File: src/rtl/clk_mon_pkg.sv
// Shared types and defaults for the 40 MHz divided-clock monitor.
`timescale 1ns/1ps
package clk_mon_pkg;
  typedef enum logic [1:0] {
    IDLE    = 2'd0,
    ACQUIRE = 2'd1,
    LOCKED  = 2'd2
  } clk_mon_state_t;

  localparam int CLK_MON_DIV_DEFAULT  = 16;
  localparam int CLK_MON_LOCK_DEFAULT = 8;
  localparam int CLK_MON_ERRCNT_W     = 8;
endpackage

File: src/rtl/clk_div_monitor_if.sv
// Monitor-side signal bundle: divided clock under test, clear, and status outputs.
`timescale 1ns/1ps
interface clk_div_monitor_if #(parameter int DIV = 16);
  import clk_mon_pkg::*;
  localparam int PERIOD_W = $clog2(DIV) + 2;

  logic                        clk40MHz_i;
  logic                        clear_i;
  logic                        locked_o;
  logic                        err_o;
  logic [CLK_MON_ERRCNT_W-1:0] err_cnt_o;
  logic [PERIOD_W-1:0]         period_o;

  modport master (output clk40MHz_i, clear_i, input locked_o, err_o, err_cnt_o, period_o);
  modport slave  (input clk40MHz_i, clear_i, output locked_o, err_o, err_cnt_o, period_o);
endinterface

File: src/rtl/clk_mon_edge_det.sv
// Samples the divided clock and flags its edges; `define CLK_MON_SYNC_EN inserts
// a two-flop synchroniser ahead of the sample register.
`timescale 1ns/1ps
module clk_mon_edge_det (
  input  logic ext_clk640MHz_i,
  input  logic rst640MHz_n,
  input  logic d_i,
  output logic s_o,
  output logic rise_o,
  output logic fall_o
);
  logic s_in;
  logic s_q;
  logic s_dly_q;

`ifdef CLK_MON_SYNC_EN
  logic [1:0] sync_q;

  always_ff @(posedge ext_clk640MHz_i or negedge rst640MHz_n) begin
    if (!rst640MHz_n) sync_q <= '0;
    else              sync_q <= {sync_q[0], d_i};
  end
  assign s_in = sync_q[1];
`else
  assign s_in = d_i;
`endif

  always_ff @(posedge ext_clk640MHz_i or negedge rst640MHz_n) begin
    if (!rst640MHz_n) begin
      s_q     <= 1'b0;
      s_dly_q <= 1'b0;
    end else begin
      s_q     <= s_in;
      s_dly_q <= s_q;
    end
  end

  assign s_o    = s_q;
  assign rise_o = s_q & ~s_dly_q;
  assign fall_o = ~s_q & s_dly_q;
endmodule

File: src/rtl/clk_div_monitor.sv
// Measures half-periods of the divided clock, tracks lock and counts errors.
// Build option: CLK_MON_SYNC_EN (synchroniser in clk_mon_edge_det).
`timescale 1ns/1ps
module clk_div_monitor
  import clk_mon_pkg::*;
#(
  parameter int DIV        = CLK_MON_DIV_DEFAULT,
  parameter int LOCK_COUNT = CLK_MON_LOCK_DEFAULT
) (
  input  logic             ext_clk640MHz_i,
  input  logic             rst640MHz_n,
  clk_div_monitor_if.slave mon_if
);
  localparam int RUN_W    = $clog2(DIV) + 1;
  localparam int PERIOD_W = $clog2(DIV) + 2;
  localparam int GOOD_W   = $clog2(LOCK_COUNT + 1);
  localparam logic [RUN_W-1:0]  RUN_HALF  = RUN_W'(DIV / 2);
  localparam logic [RUN_W-1:0]  RUN_MAX   = RUN_W'(DIV);
  localparam logic [RUN_W-1:0]  RUN_STUCK = RUN_W'(DIV - 1);
  localparam logic [GOOD_W-1:0] GOOD_LOCK = GOOD_W'(LOCK_COUNT);

  logic s, rise, fall, trans, stuck, good_half, err;
  clk_mon_state_t              state_q, state_d;
  logic [RUN_W-1:0]            run_q, run_d;
  logic [GOOD_W-1:0]           good_q, good_d;
  logic [RUN_W-1:0]            last_high_q;
  logic [PERIOD_W-1:0]         period_q;
  logic                        locked_q, err_q;
  logic [CLK_MON_ERRCNT_W-1:0] err_cnt_q;

  clk_mon_edge_det u_edge (
    .ext_clk640MHz_i (ext_clk640MHz_i),
    .rst640MHz_n     (rst640MHz_n),
    .d_i             (mon_if.clk40MHz_i),
    .s_o             (s),
    .rise_o          (rise),
    .fall_o          (fall)
  );

  assign trans     = rise | fall;
  // run is about to saturate without an edge; saturation keeps this single-shot
  assign stuck     = !trans && (run_q == RUN_STUCK);
  assign good_half = (run_q == RUN_HALF);

  always_comb begin
    run_d = run_q;
    if (trans)                run_d = RUN_W'(1);
    else if (run_q != RUN_MAX) run_d = run_q + RUN_W'(1);
  end

  always_comb begin
    state_d = state_q;
    good_d  = good_q;
    err     = 1'b0;
    case (state_q)
      IDLE: begin
        if (trans) begin
          state_d = ACQUIRE;
          good_d  = '0;
        end
      end
      ACQUIRE: begin
        if (stuck) begin
          err     = 1'b1;
          state_d = IDLE;
          good_d  = '0;
        end else if (trans) begin
          if (good_half) begin
            good_d = good_q + GOOD_W'(1);
            if (good_q + GOOD_W'(1) == GOOD_LOCK) state_d = LOCKED;
          end else begin
            err    = 1'b1;
            good_d = '0;
          end
        end
      end
      LOCKED: begin
        if (stuck) begin
          err     = 1'b1;
          state_d = IDLE;
          good_d  = '0;
        end else if (trans && !good_half) begin
          err     = 1'b1;
          state_d = ACQUIRE;
          good_d  = '0;
        end
      end
      default: state_d = IDLE;
    endcase
  end

  always_ff @(posedge ext_clk640MHz_i or negedge rst640MHz_n) begin
    if (!rst640MHz_n) begin
      state_q     <= IDLE;
      run_q       <= '0;
      good_q      <= '0;
      last_high_q <= '0;
      period_q    <= '0;
      locked_q    <= 1'b0;
      err_q       <= 1'b0;
      err_cnt_q   <= '0;
    end else begin
      state_q  <= state_d;
      run_q    <= run_d;
      good_q   <= good_d;
      locked_q <= (state_d == LOCKED);
      err_q    <= err;
      if (trans && !s) last_high_q <= run_q;
      if (rise)        period_q    <= PERIOD_W'(last_high_q) + PERIOD_W'(run_q);
      // clear takes priority over a coincident error
      if (mon_if.clear_i)          err_cnt_q <= '0;
      else if (err && err_cnt_q != '1) err_cnt_q <= err_cnt_q + CLK_MON_ERRCNT_W'(1);
    end
  end

  assign mon_if.locked_o  = locked_q;
  assign mon_if.err_o     = err_q;
  assign mon_if.err_cnt_o = err_cnt_q;
  assign mon_if.period_o  = period_q;
endmodule
File: src/flat_wrapper.sv
// flat-port wrapper written by rule: the top's interface ports become plain ports
module clk_div_monitor_flat import clk_mon_pkg::*;
#(
  parameter int DIV        = CLK_MON_DIV_DEFAULT,
  parameter int LOCK_COUNT = CLK_MON_LOCK_DEFAULT
)
  (ext_clk640MHz_i, rst640MHz_n, mon_if_clk40MHz_i, mon_if_clear_i, mon_if_locked_o, mon_if_err_o, mon_if_err_cnt_o, mon_if_period_o);
  clk_div_monitor_if #(.DIV(DIV)) mon_if_i ();
  input  logic ext_clk640MHz_i;
  input  logic rst640MHz_n;
  input wire logic [$bits(mon_if_i.clk40MHz_i)-1:0] mon_if_clk40MHz_i;
  input wire logic [$bits(mon_if_i.clear_i)-1:0] mon_if_clear_i;
  output wire logic [$bits(mon_if_i.locked_o)-1:0] mon_if_locked_o;
  output wire logic [$bits(mon_if_i.err_o)-1:0] mon_if_err_o;
  output wire logic [$bits(mon_if_i.err_cnt_o)-1:0] mon_if_err_cnt_o;
  output wire logic [$bits(mon_if_i.period_o)-1:0] mon_if_period_o;
  assign mon_if_i.clk40MHz_i = mon_if_clk40MHz_i;
  assign mon_if_i.clear_i = mon_if_clear_i;
  assign mon_if_locked_o = mon_if_i.locked_o;
  assign mon_if_err_o = mon_if_i.err_o;
  assign mon_if_err_cnt_o = mon_if_i.err_cnt_o;
  assign mon_if_period_o = mon_if_i.period_o;
  clk_div_monitor #(.DIV(DIV), .LOCK_COUNT(LOCK_COUNT)) u_core (.ext_clk640MHz_i(ext_clk640MHz_i), .rst640MHz_n(rst640MHz_n), .mon_if(mon_if_i));
endmodule
File: config.mk
export PLATFORM = sky130hd
export DESIGN_NAME = clk_div_monitor_flat
export DESIGN_NICKNAME = d
export VERILOG_FILES = /design/src/rtl/clk_mon_pkg.sv /design/src/rtl/clk_div_monitor_if.sv /design/src/rtl/clk_mon_edge_det.sv /design/src/rtl/clk_div_monitor.sv /design/src/flat_wrapper.sv
export SDC_FILE = /design/constraint.sdc
export NUM_CORES = 1
export LEC_CHECK = 0
export BUFFER_PORTS_ARGS = -buffer_cell sky130_fd_sc_hd__buf_4
export CORE_MARGIN = 2
export CORE_UTILIZATION = 35
export CTS_CLUSTER_DIAMETER = 100
export DETAILED_ROUTE_END_ITERATION = 16
export PLACE_DENSITY_LB_ADDON = 0.2
export SETUP_SLACK_MARGIN = 0.1
export SLEW_MARGIN = 30
export SYNTH_ARGS = -nofsm -noshare
export SYNTH_HDL_FRONTEND = slang
export SYNTH_SLANG_ARGS = --single-unit
File: constraint.sdc
create_clock -name ext_clk640MHz_i -period 2.2 [get_ports ext_clk640MHz_i]
set_input_delay 0.22 -clock ext_clk640MHz_i [delete_from_list [all_inputs] [get_ports ext_clk640MHz_i]]
set_output_delay 0.22 -clock ext_clk640MHz_i [all_outputs]
set_load 0.01 [all_outputs]
# Word level (Yosys, flattened, before mapping)

Index checks and enable logic that the tools add are counted.

Flip-flop bits (word level): 34
Bits of input ports: 4
Output and inout bits: 16
Logic and storage cells: 67

Add/sub/neg operators: 4
Equality and inequality tests: 11
Mux-type cells: 25
Bitwise logic cells: 5
Reduce and logical (&&, ||, !) cells: 12

Operators by type and width:

| cell                | number |
|---|---|
| $mux 4              | 6 |
| $mux 8              | 2 |
| $mux 2              | 7 |
| $pmux 4 s3          | 1 |
| $eq 5x4->1 const B  | 2 |
| $mux 5              | 2 |
| $add 8x1->8 const B | 1 |
| $ne 8x8->1 const B  | 1 |
| $add 5x5->6         | 1 |
| $ne 3x1->1 const B  | 2 |
| $pmux 2 s3          | 1 |
| $add 5x1->5 const B | 1 |
| $mux 1              | 5 |
| $ne 5x5->1 const B  | 1 |
| $add 4x1->4 const B | 1 |
| $eq 2x2->1 const B  | 2 |
| $eq 4x4->1 const B  | 1 |
| $logic_and 1x1->1   | 4 |
| $reduce_and 4->1    | 1 |
| $reduce_bool 2->1   | 2 |
| $logic_not 1->1     | 3 |
| $reduce_bool 3->1   | 1 |
| $and 1x1->1         | 2 |
| $eq 2x1->1 const B  | 1 |
| other kinds (5)     | 6 |

# Longest topological paths before layout

Gate-level depths: netlist of the first run.

Word-level depth: 10
Gate-level depth with buffers: 8
Mapped depth without buffers: 7

# Cells and area by module

Synthesis of the first run repeated with hierarchy kept, for this count alone.

Cells, all modules: 192
Area total of the unflattened synthesis: 2034.5 µm²

By module, submodules not included:

| module           | times used | cells each | area an instance (µm²) | sequential area each (µm²) |
|---|---|---|---|---|
| clk_div_monitor  | 1          | 188        | 1969.4                 | 800.8 |
| clk_mon_edge_det | 1          | 4          | 65.1                   | 50.0 |

# Worst setup path after synthesis of the first run

OpenSTA, ideal clock, no wires.

Path kind: reg-to-reg
From: register u_core.run_q[0]
To: register u_core.good_q[0]
Setup time: 0.125 ns
Data arrival time: 1.937 ns
Data required time: 2.075 ns
Setup slack: 0.138 ns
Cell stages (with the launch flop): 8
Buffers on the path: 0
Period minus slack after synthesis: 2.062 ns
Path through: dfrtp_1 -> ha_1 -> and3_2 -> ha_1 -> a21boi_1 -> a2111oi_4 -> nor2_2 -> mux2_2

Longest elaborated chain between the ends: 5
Elaborated cells between the ends (all ways): 13
Classes of those cells: eq/ne (4); mux (5); reduce/logical (4)

RTL lines:

| element                                               | RTL line                                     | source |
|---|---|---|
| start: declaration                                    | clk_div_monitor.sv:24                        | `logic [RUN_W-1:0] run_q, run_d;` |
| start signal: assignment                              | clk_div_monitor.sv:104                       | `run_q <= run_d;` |
| $eq 5x4->1                                            | clk_div_monitor.sv:43                        | `assign good_half = (run_q == RUN_HALF);` |
| $mux 4 / $logic_not 1->1 (equally long branches)      | clk_div_monitor.sv:68, clk_div_monitor.sv:82 |  |
| $mux 4 / $logic_and 1x1->1 (equally long branches)    | clk_div_monitor.sv:67, clk_div_monitor.sv:82 |  |
| $mux 4 / $ne 3x1->1 (equally long branches)           | --                                           |  |
| $pmux 4 s3 / $reduce_and 4->1 (equally long branches) | --                                           |  |
| end signal: assignment                                | clk_div_monitor.sv:105                       | `good_q <= good_d;` |
| end: declaration                                      | clk_div_monitor.sv:25                        | `logic [GOOD_W-1:0] good_q, good_d;` |

Several ways; a longest one is shown, not always the timed one. The select of a mux whose other input is x is not followed.
A chain may end at the register's enable or synchronous reset.

# Worst setup path after layout of the first run

From: register u_core.run_q[1]
To: register u_core.err_cnt_q[5] (netlist: u_core.mon_if.err_cnt_o[5])

Longest elaborated chain between the ends: 8
Elaborated cells between the ends (all ways): 13
Classes of those cells: eq/ne (2); mux (6); reduce/logical (5)

RTL lines:

| element                       | RTL line               | source |
|---|---|---|
| $eq 5x4->1                    | clk_div_monitor.sv:43  |  |
| $logic_not 1->1               | clk_div_monitor.sv:82  | `end else if (trans && !good_half) begin` |
| $logic_and 1x1->1             | clk_div_monitor.sv:82  |  |
| $mux 1                        | clk_div_monitor.sv:82  |  |
| $mux 1                        | clk_div_monitor.sv:78  | `if (stuck) begin` |
| $pmux 1 s2 *                  | clk_div_monitor.sv:55  | `case (state_q)` |
| $logic_and 1x1->1 *           | clk_div_monitor.sv:112 | `else if (err && err_cnt_q != '1) err_cnt_q <= err_cnt_q + CLK_MON_ERRCNT_W'(1);` |
| $reduce_bool 2->1 (no line) * | --                     |  |
| end signal: assignment        | clk_div_monitor.sv:112 |  |
| end: declaration              | clk_div_monitor.sv:29  | `logic [CLK_MON_ERRCNT_W-1:0] err_cnt_q;` |

Mark *: on every way between the ends. The rest lies on a longest branch, timed or not.

==> impl_results.rst, run 1 <==
.. list-table::
   :header-rows: 1

   * - Metric
     - Value
   * - Count of boundary I/O pins
     - 20
   * - Core region area
     - 5507 sq um
   * - Aggregate routed wire length
     - 3.583 mm
   * - Worst slew margin relative to its limit
     - 67.09%
   * - Share of the synthesized area in compound gates (AO/OA/AOI/OAI)
     - 15.93%
   * - WS Path Type
     - flip-flop to flip-flop
   * - Warnings from Yosys
     - 0
   * - CTS H-tree lvls
     - 2
   * - Fraction of registers with async set or reset after synthesis
     - 100.0%
   * - Tot GR Track Use
     - 12.58%
   * - WHS
     - 45.67 ps
   * - Net total in the final layout
     - 237
   * - Number of DRC markers in iteration 0
     - 46
   * - Actual slew at the worst max-slew pin
     - 486.8 ps
   * - Sort of element at the start of the critical path
     - flip-flop
   * - Biggest fanout along the worst timing path
     - 10
   * - PD cells
     - 783.0 nW/um^2
   * - Average cell area after synthesis
     - 10.83 sq um
   * - Distinct cell type count after synthesis
     - 53
   * - Die span in y
     - 79.65 um
   * - Dominant combinational cell family by area after synthesis
     - simple AND/OR/NAND/NOR gates
   * - Number of buffers on the longest clock path
     - 2
   * - Sequential fraction of the synthesis area
     - 42.47%
   * - Period Utilization, post-route
     - 89.94%
   * - Initial antenna violation count
     - 0
   * - Hold WC Path Type
     - primary input to flip-flop
   * - Count of flip-flops with a built-in enable after synthesis
     - 0
   * - Post-route minimum period
     - 1979 ps
   * - Setup total negative slack
     - 0 ps
   * - Routability congestion estimate
     - 0.8041
   * - Starting Density
     - 36.38%
   * - Basic-gate share of the synthesized area counting and, or, nand and nor cells
     - 18.05%
   * - CTS tree
     - built
   * - Number of iterations in the first detailed-routing pass
     - 4
   * - Pwr Total
     - 1.873 mW
   * - Commonest non-fill, non-tap cells in the layout
     - sky130_fd_sc_hd__dfrtp_1, sky130_fd_sc_hd__buf_4, sky130_fd_sc_hd__inv_1
   * - Ant. Diodes
     - 0
   * - Register clock-pin slew on the reported worst setup and hold paths
     - 70 ps
   * - Via count of the first global-routing pass
     - 1361
   * - Global route total overflow
     - 0
   * - Final setup viols
     - 0
   * - Most common cell after layout, fill and taps aside
     - sky130_fd_sc_hd__dfrtp_1
   * - Std cell rows
     - 27
   * - # Max-Cap Violations
     - 0
   * - Die Footprint
     - 6344 sq um
   * - Peak supply drop
     - 0.0003262 V
   * - Static Leak
     - 1.105 nW
   * - Fin. Hold Viols
     - 0
   * - Total clock sinks
     - 34
   * - Area of placed instances
     - 2255 sq um
   * - Final HPWL DP
     - 2.633 mm
   * - Fraction of the mapped netlist area in adder cells
     - 10.99%
   * - Xor and xnor fraction of the mapped netlist area
     - 1.749%
   * - Final core utilization
     - 43.44%
   * - Mean routed wirelength per cell
     - 12.40 um
   * - Total placed cells including tap cells
     - 278
   * - X dimension of the die
     - 79.65 um
   * - Total of buffers placed on input and output ports
     - 19
   * - DRC
     - 0
   * - Pin count of the biggest net entering global routing
     - 35
   * - Nature of the critical path endpoint
     - flip-flop
   * - Most frequently used flop master after synthesis
     - sky130_fd_sc_hd__dfrtp_1
   * - Post-DR vias/cell
     - 4.900
   * - Synthesized Nets
     - 206
   * - Vias after detailed routing
     - 1416
   * - Fmax achieved
     - 505.4 MHz
   * - Number of instances in the synthesized netlist
     - 185
   * - Required time reported for the critical path endpoint
     - 2370 ps
   * - Worst skew pair latency
     - 280 ps
   * - Unrepaired setup endpoints after global routing
     - yes
   * - Layout Cell Area excl Fill
     - 2392 sq um
   * - Share of layout cells above drive strength 1
     - 28.57%
   * - CTS Root Cell
     - sky130_fd_sc_hd__clkbuf_8
   * - Result of the run
     - completed
   * - Final Worst Setup Slack
     - 221.3 ps
   * - Antenna-violating nets left
     - 0
   * - Global-route wire length before repair
     - 6.285 mm
   * - Final-report max-slew violation count
     - 0
   * - Final standard cell count with taps included and fillers excluded
     - 289
   * - Cell Area, Synth
     - 2003 sq um
   * - Num CTS Buffers
     - 5
   * - Placement-stage worst setup slack
     - 82.21 ps
   * - Data arrival time of the critical path
     - 2140 ps
   * - Area added between synthesis and finish
     - 19.43%
   * - Clock Skews
     - 5.560 ps
   * - Number of synthesized register bits
     - 34
   * - Multiplexer share of the synthesized area
     - 6.683%
-- Yosys cell counts, types with 3 or more instances --
cell,number,share of area (%)
sky130_fd_sc_hd__a21o_1,4,1.5
sky130_fd_sc_hd__a21oi_1,12,3.0
sky130_fd_sc_hd__dfrtp_1,34,42
sky130_fd_sc_hd__ha_1,16,10
sky130_fd_sc_hd__inv_1,15,2.8
sky130_fd_sc_hd__mux2_2,10,5.6
sky130_fd_sc_hd__nand2_1,14,2.6
sky130_fd_sc_hd__nand3_1,5,1.2
sky130_fd_sc_hd__nor2_1,9,1.7
sky130_fd_sc_hd__nor2b_1,4,1.2
sky130_fd_sc_hd__o21ai_0,10,2.5
sky130_fd_sc_hd__o31ai_1,3,1.1
-- sequential cells by signal, summed over array words and instances (netlist names) --
register and cells:
u_core.mon_if.err_cnt_o 8, u_core.mon_if.period_o 6, u_core.last_high_q 5, u_core.run_q 5, u_core.good_q 4, u_core.state_q 2, u_core.mon_if.err_o 1, u_core.mon_if.locked_o 1
u_core.u_edge.s_dly_q 1, u_core.u_edge.s_o 1
-- metal layers --
| metal | global-route usage (%) | vias up | wire length (um) |
|---|---|---|---|
| li1 | - | 726 | - |
| met1 | 17.56 | 670 | 1830 |
| met2 | 19.08 | 16 | 1613 |
| met3 | 3.733 | 4 | 104 |
| met4 | 3.103 | 0 | 34 |
| met5 | 0 | - | 0 |
-- cell families after synthesis --
kind of cell	count (synthesis)
and+or+nand+nor	56
AOI/OAI and AO/OA	43
DFF	34
buffers and inverters	19
adders and majority gates	17
muxes	12
xor gates and xnor gates	4
-- timing repair --
item	in CTS	in global routing
hold endpoints to repair	34	0
resized for setup	1	4
pin swaps	0	2
setup endpoints to repair	1	7
hold buffers	1	0
setup buffers	0	2
-- worst max-delay path, stage by stage (launching register included) --
cell,delay [ps]
sky130_fd_sc_hd__dfrtp_1,360
sky130_fd_sc_hd__ha_1,180
sky130_fd_sc_hd__and3_2,180
sky130_fd_sc_hd__ha_2,200
sky130_fd_sc_hd__or2b_1,150
sky130_fd_sc_hd__o211ai_4,150
sky130_fd_sc_hd__nor4_2,300
sky130_fd_sc_hd__mux2_2,360
-- cell type report --
| type | instances | area, sq um |
|---|---|---|
| sequential | 34 | 850.8 |
| inverter | 15 | 56.30 |
| clock buffer | 7 | 86.33 |
| fill | 541 | 3114 |
| timing repair buffer | 28 | 212.7 |
| tap | 72 | 90.09 |
| multi-input combinational | 132 | 1091 |
| clock inverter | 1 | 5.005 |
-- report_power, final --
part           switching [mW]  internal [mW]
logic                   0.320          0.317
registers              0.0538          0.713
clock network           0.217          0.252
total                   0.591           1.28
-- path summary, 6_finish.rpt --
path / start / to / slack, ps / cells past startpoint
setup / recovery: u_core.run_q[1] / u_core.mon_if.err_cnt_o[5] / 220 / 7
hold / removal: mon_if_clk40MHz_i / u_core.u_edge.s_o / 50 / 1
setup reg to reg: u_core.run_q[1] / u_core.mon_if.err_cnt_o[5] / 220 / 7
hold reg to reg: u_core.u_edge.s_o / u_core.u_edge.s_dly_q / 410 / 0
max in group asynchronous: rst640MHz_n / u_core.run_q[1] / 1450 / 2
min in group asynchronous: rst640MHz_n / u_core.good_q[3] / 430 / 2
Note: power is estimated with default switching activity, not from simulation.
==> run 2, diff against run 1 <==
Settings changed: PLACE_DENSITY from default to 0.53, PLACE_DENSITY_LB_ADDON 0.2 to default.
==> run 2 against run 1 <==
Effect of this change:
- clock-buffer cell count up 1
- non-clock buffer count down 1
- sequential power about the same
- hold slack worse by 1.9 ps
- die area unchanged
- clock skew down 1.7 ps
- sequential cell count unchanged
- register-to-register slack worse by 20 ps
- first-iteration DRC count down 30%
==> impl_results.rst, run 2 (synthesis gave the netlist of run 1 again) <==
.. list-table::
   :header-rows: 1

   * - Metric
     - Value
   * - Mean routed wirelength per cell
     - 13.37 um
   * - Core region area
     - 5507 sq um
   * - Hold WC Path Type
     - primary input to flip-flop
   * - Die span in y
     - 79.65 um
   * - PD cells
     - 794.8 nW/um^2
   * - Static Leak
     - 1.115 nW
   * - Total clock sinks
     - 34
   * - Net total in the final layout
     - 237
   * - Setup total negative slack
     - 0 ps
   * - Final HPWL DP
     - 2.680 mm
   * - Antenna-violating nets left
     - 0
   * - Share of layout cells above drive strength 1
     - 29.95%
   * - Aggregate routed wire length
     - 3.865 mm
   * - Final setup viols
     - 0
   * - Global-route wire length before repair
     - 6.617 mm
   * - Clock Skews
     - 3.897 ps
   * - Peak supply drop
     - 0.0003449 V
   * - Routability congestion estimate
     - 0.7484
   * - Most common cell after layout, fill and taps aside
     - sky130_fd_sc_hd__dfrtp_1
   * - Area used by multi-input combinational logic
     - 1150 sq um
   * - Register clock-pin slew on the reported worst setup and hold paths
     - 70 ps
   * - Global route total overflow
     - 0
   * - Std cell rows
     - 27
   * - Hold Path Depth
     - 1
   * - WS Path Type
     - flip-flop to flip-flop
   * - Fmax achieved
     - 499.6 MHz
   * - Number of buffers on the longest clock path
     - 2
   * - Actual slew at the worst max-slew pin
     - 566.6 ps
   * - Fin. Hold Viols
     - 0
   * - Required time reported for the critical path endpoint
     - 2360 ps
   * - Tot GR Track Use
     - 13.48%
   * - Ant. Diodes
     - 0
   * - X dimension of the die
     - 79.65 um
   * - # Max-Cap Violations
     - 0
   * - Via count of the first global-routing pass
     - 1430
   * - CTS H-tree lvls
     - 2
   * - Biggest fanout along the worst timing path
     - 7
   * - Sequential Area
     - 850.8 sq um
   * - Count of boundary I/O pins
     - 20
   * - Nature of the critical path endpoint
     - flip-flop
   * - Post-route minimum period
     - 2002 ps
   * - Unrepaired setup endpoints after global routing
     - no
   * - Total of buffers placed on input and output ports
     - 19
   * - Worst slew margin relative to its limit
     - 61.69%
   * - Initial antenna violation count
     - 0
   * - Number of DRC markers in iteration 0
     - 32
   * - Largest register FFs
     - 8
   * - Post-DR vias/cell
     - 5.090
   * - Area added between synthesis and finish
     - 22.92%
   * - Data arrival time of the critical path
     - 2160 ps
   * - Worst skew pair latency
     - 280 ps
   * - Sort of element at the start of the critical path
     - flip-flop
   * - Pwr Total
     - 1.957 mW
   * - Final-report max-slew violation count
     - 0
   * - Die Footprint
     - 6344 sq um
   * - Starting Density
     - 36.38%
   * - Vias after detailed routing
     - 1471
   * - Period Utilization, post-route
     - 90.99%
   * - DRC
     - 0
   * - Number of iterations in the first detailed-routing pass
     - 4
   * - Commonest non-fill, non-tap cells in the layout
     - sky130_fd_sc_hd__dfrtp_1, sky130_fd_sc_hd__buf_4, sky130_fd_sc_hd__inv_1
   * - Worst Reg2Reg Path Length in Cells
     - 7
   * - Pin count of the biggest net entering global routing
     - 35
   * - CTS tree
     - built
   * - Num CTS Buffers
     - 5
   * - Result of the run
     - completed
   * - Filler cell count in the final layout
     - 523
   * - CTS Root Cell
     - sky130_fd_sc_hd__clkbuf_8
==> run 2: timing repair <==
action / in CTS / in global routing
pin swaps: 0 / 4
buffers inserted: 0 / 1
endpoints found under the hold margin: 34 / 0
cloned: 0 / 1
hold buffers: 1 / 0
gates resized for setup: 1 / 10
endpoints found under the setup margin: 1 / 8
==> run 2: through the flow <==
step / cell area (sq um) / util, % / hold slack [ps] / setup WS [ps] / cells
4_1_cts: 2381 / 43.24 / 28.62 / 113.2 / 287
5_1_grt: 2462 / 44.72 / 32.40 / 75.26 / 289
3_3_place_gp: 2255 / 40.95 / 210.4 / 145.2 / 278
2_1_floorplan: 2003 / - / -75.59 / 137.9 / 185
3_5_place_dp: 2255 / 40.95 / 203.4 / 47.32 / 278
6_report: 2462 / 44.72 / 43.74 / 198.3 / 289
==> run 2: path summary, 6_finish.rpt <==
check	from	end	slack, ps
setup / recovery	u_core.run_q[0]	u_core.mon_if.err_cnt_o[7]	200
hold / removal	mon_if_clk40MHz_i	u_core.u_edge.s_o	40
setup reg to reg	u_core.run_q[0]	u_core.mon_if.err_cnt_o[7]	200
hold reg to reg	u_core.u_edge.s_o	u_core.u_edge.s_dly_q	470
max in group asynchronous	rst640MHz_n	u_core.u_edge.s_o	1470
min in group asynchronous	rst640MHz_n	u_core.state_q[0]	420
==> run 2: layout make-up <==
type                    count  area share, %
flip-flops and latches     34          34.55
inverters                  15          2.287
well taps                  72          3.659
repair buffers             27          8.333
multi-input cells         133          46.70
clock buffers               8          4.472
==> run 2: critical path, stage by stage, from the launching register on <==
cell and delay, ps:
sky130_fd_sc_hd__dfrtp_1 360, sky130_fd_sc_hd__ha_2 190, sky130_fd_sc_hd__and3_2 200, sky130_fd_sc_hd__ha_4 150
sky130_fd_sc_hd__or2b_1 180, sky130_fd_sc_hd__o211ai_4 160, sky130_fd_sc_hd__nor4_4 310, sky130_fd_sc_hd__mux2_1 340
==> run 2: where the power goes <==
part	internal (mW)	switching (mW)
combinational	0.322	0.331
clock	0.316	0.222
sequential	0.713	0.0530
==> run 2: metal layers <==
layer	GRT usage [%]	vias to the layer above	wire, um
met2	20.42	20	1836
li1	-	733	-
met5	0	-	0
met4	5.172	0	62
met1	18.68	713	1848
met3	3.054	5	118
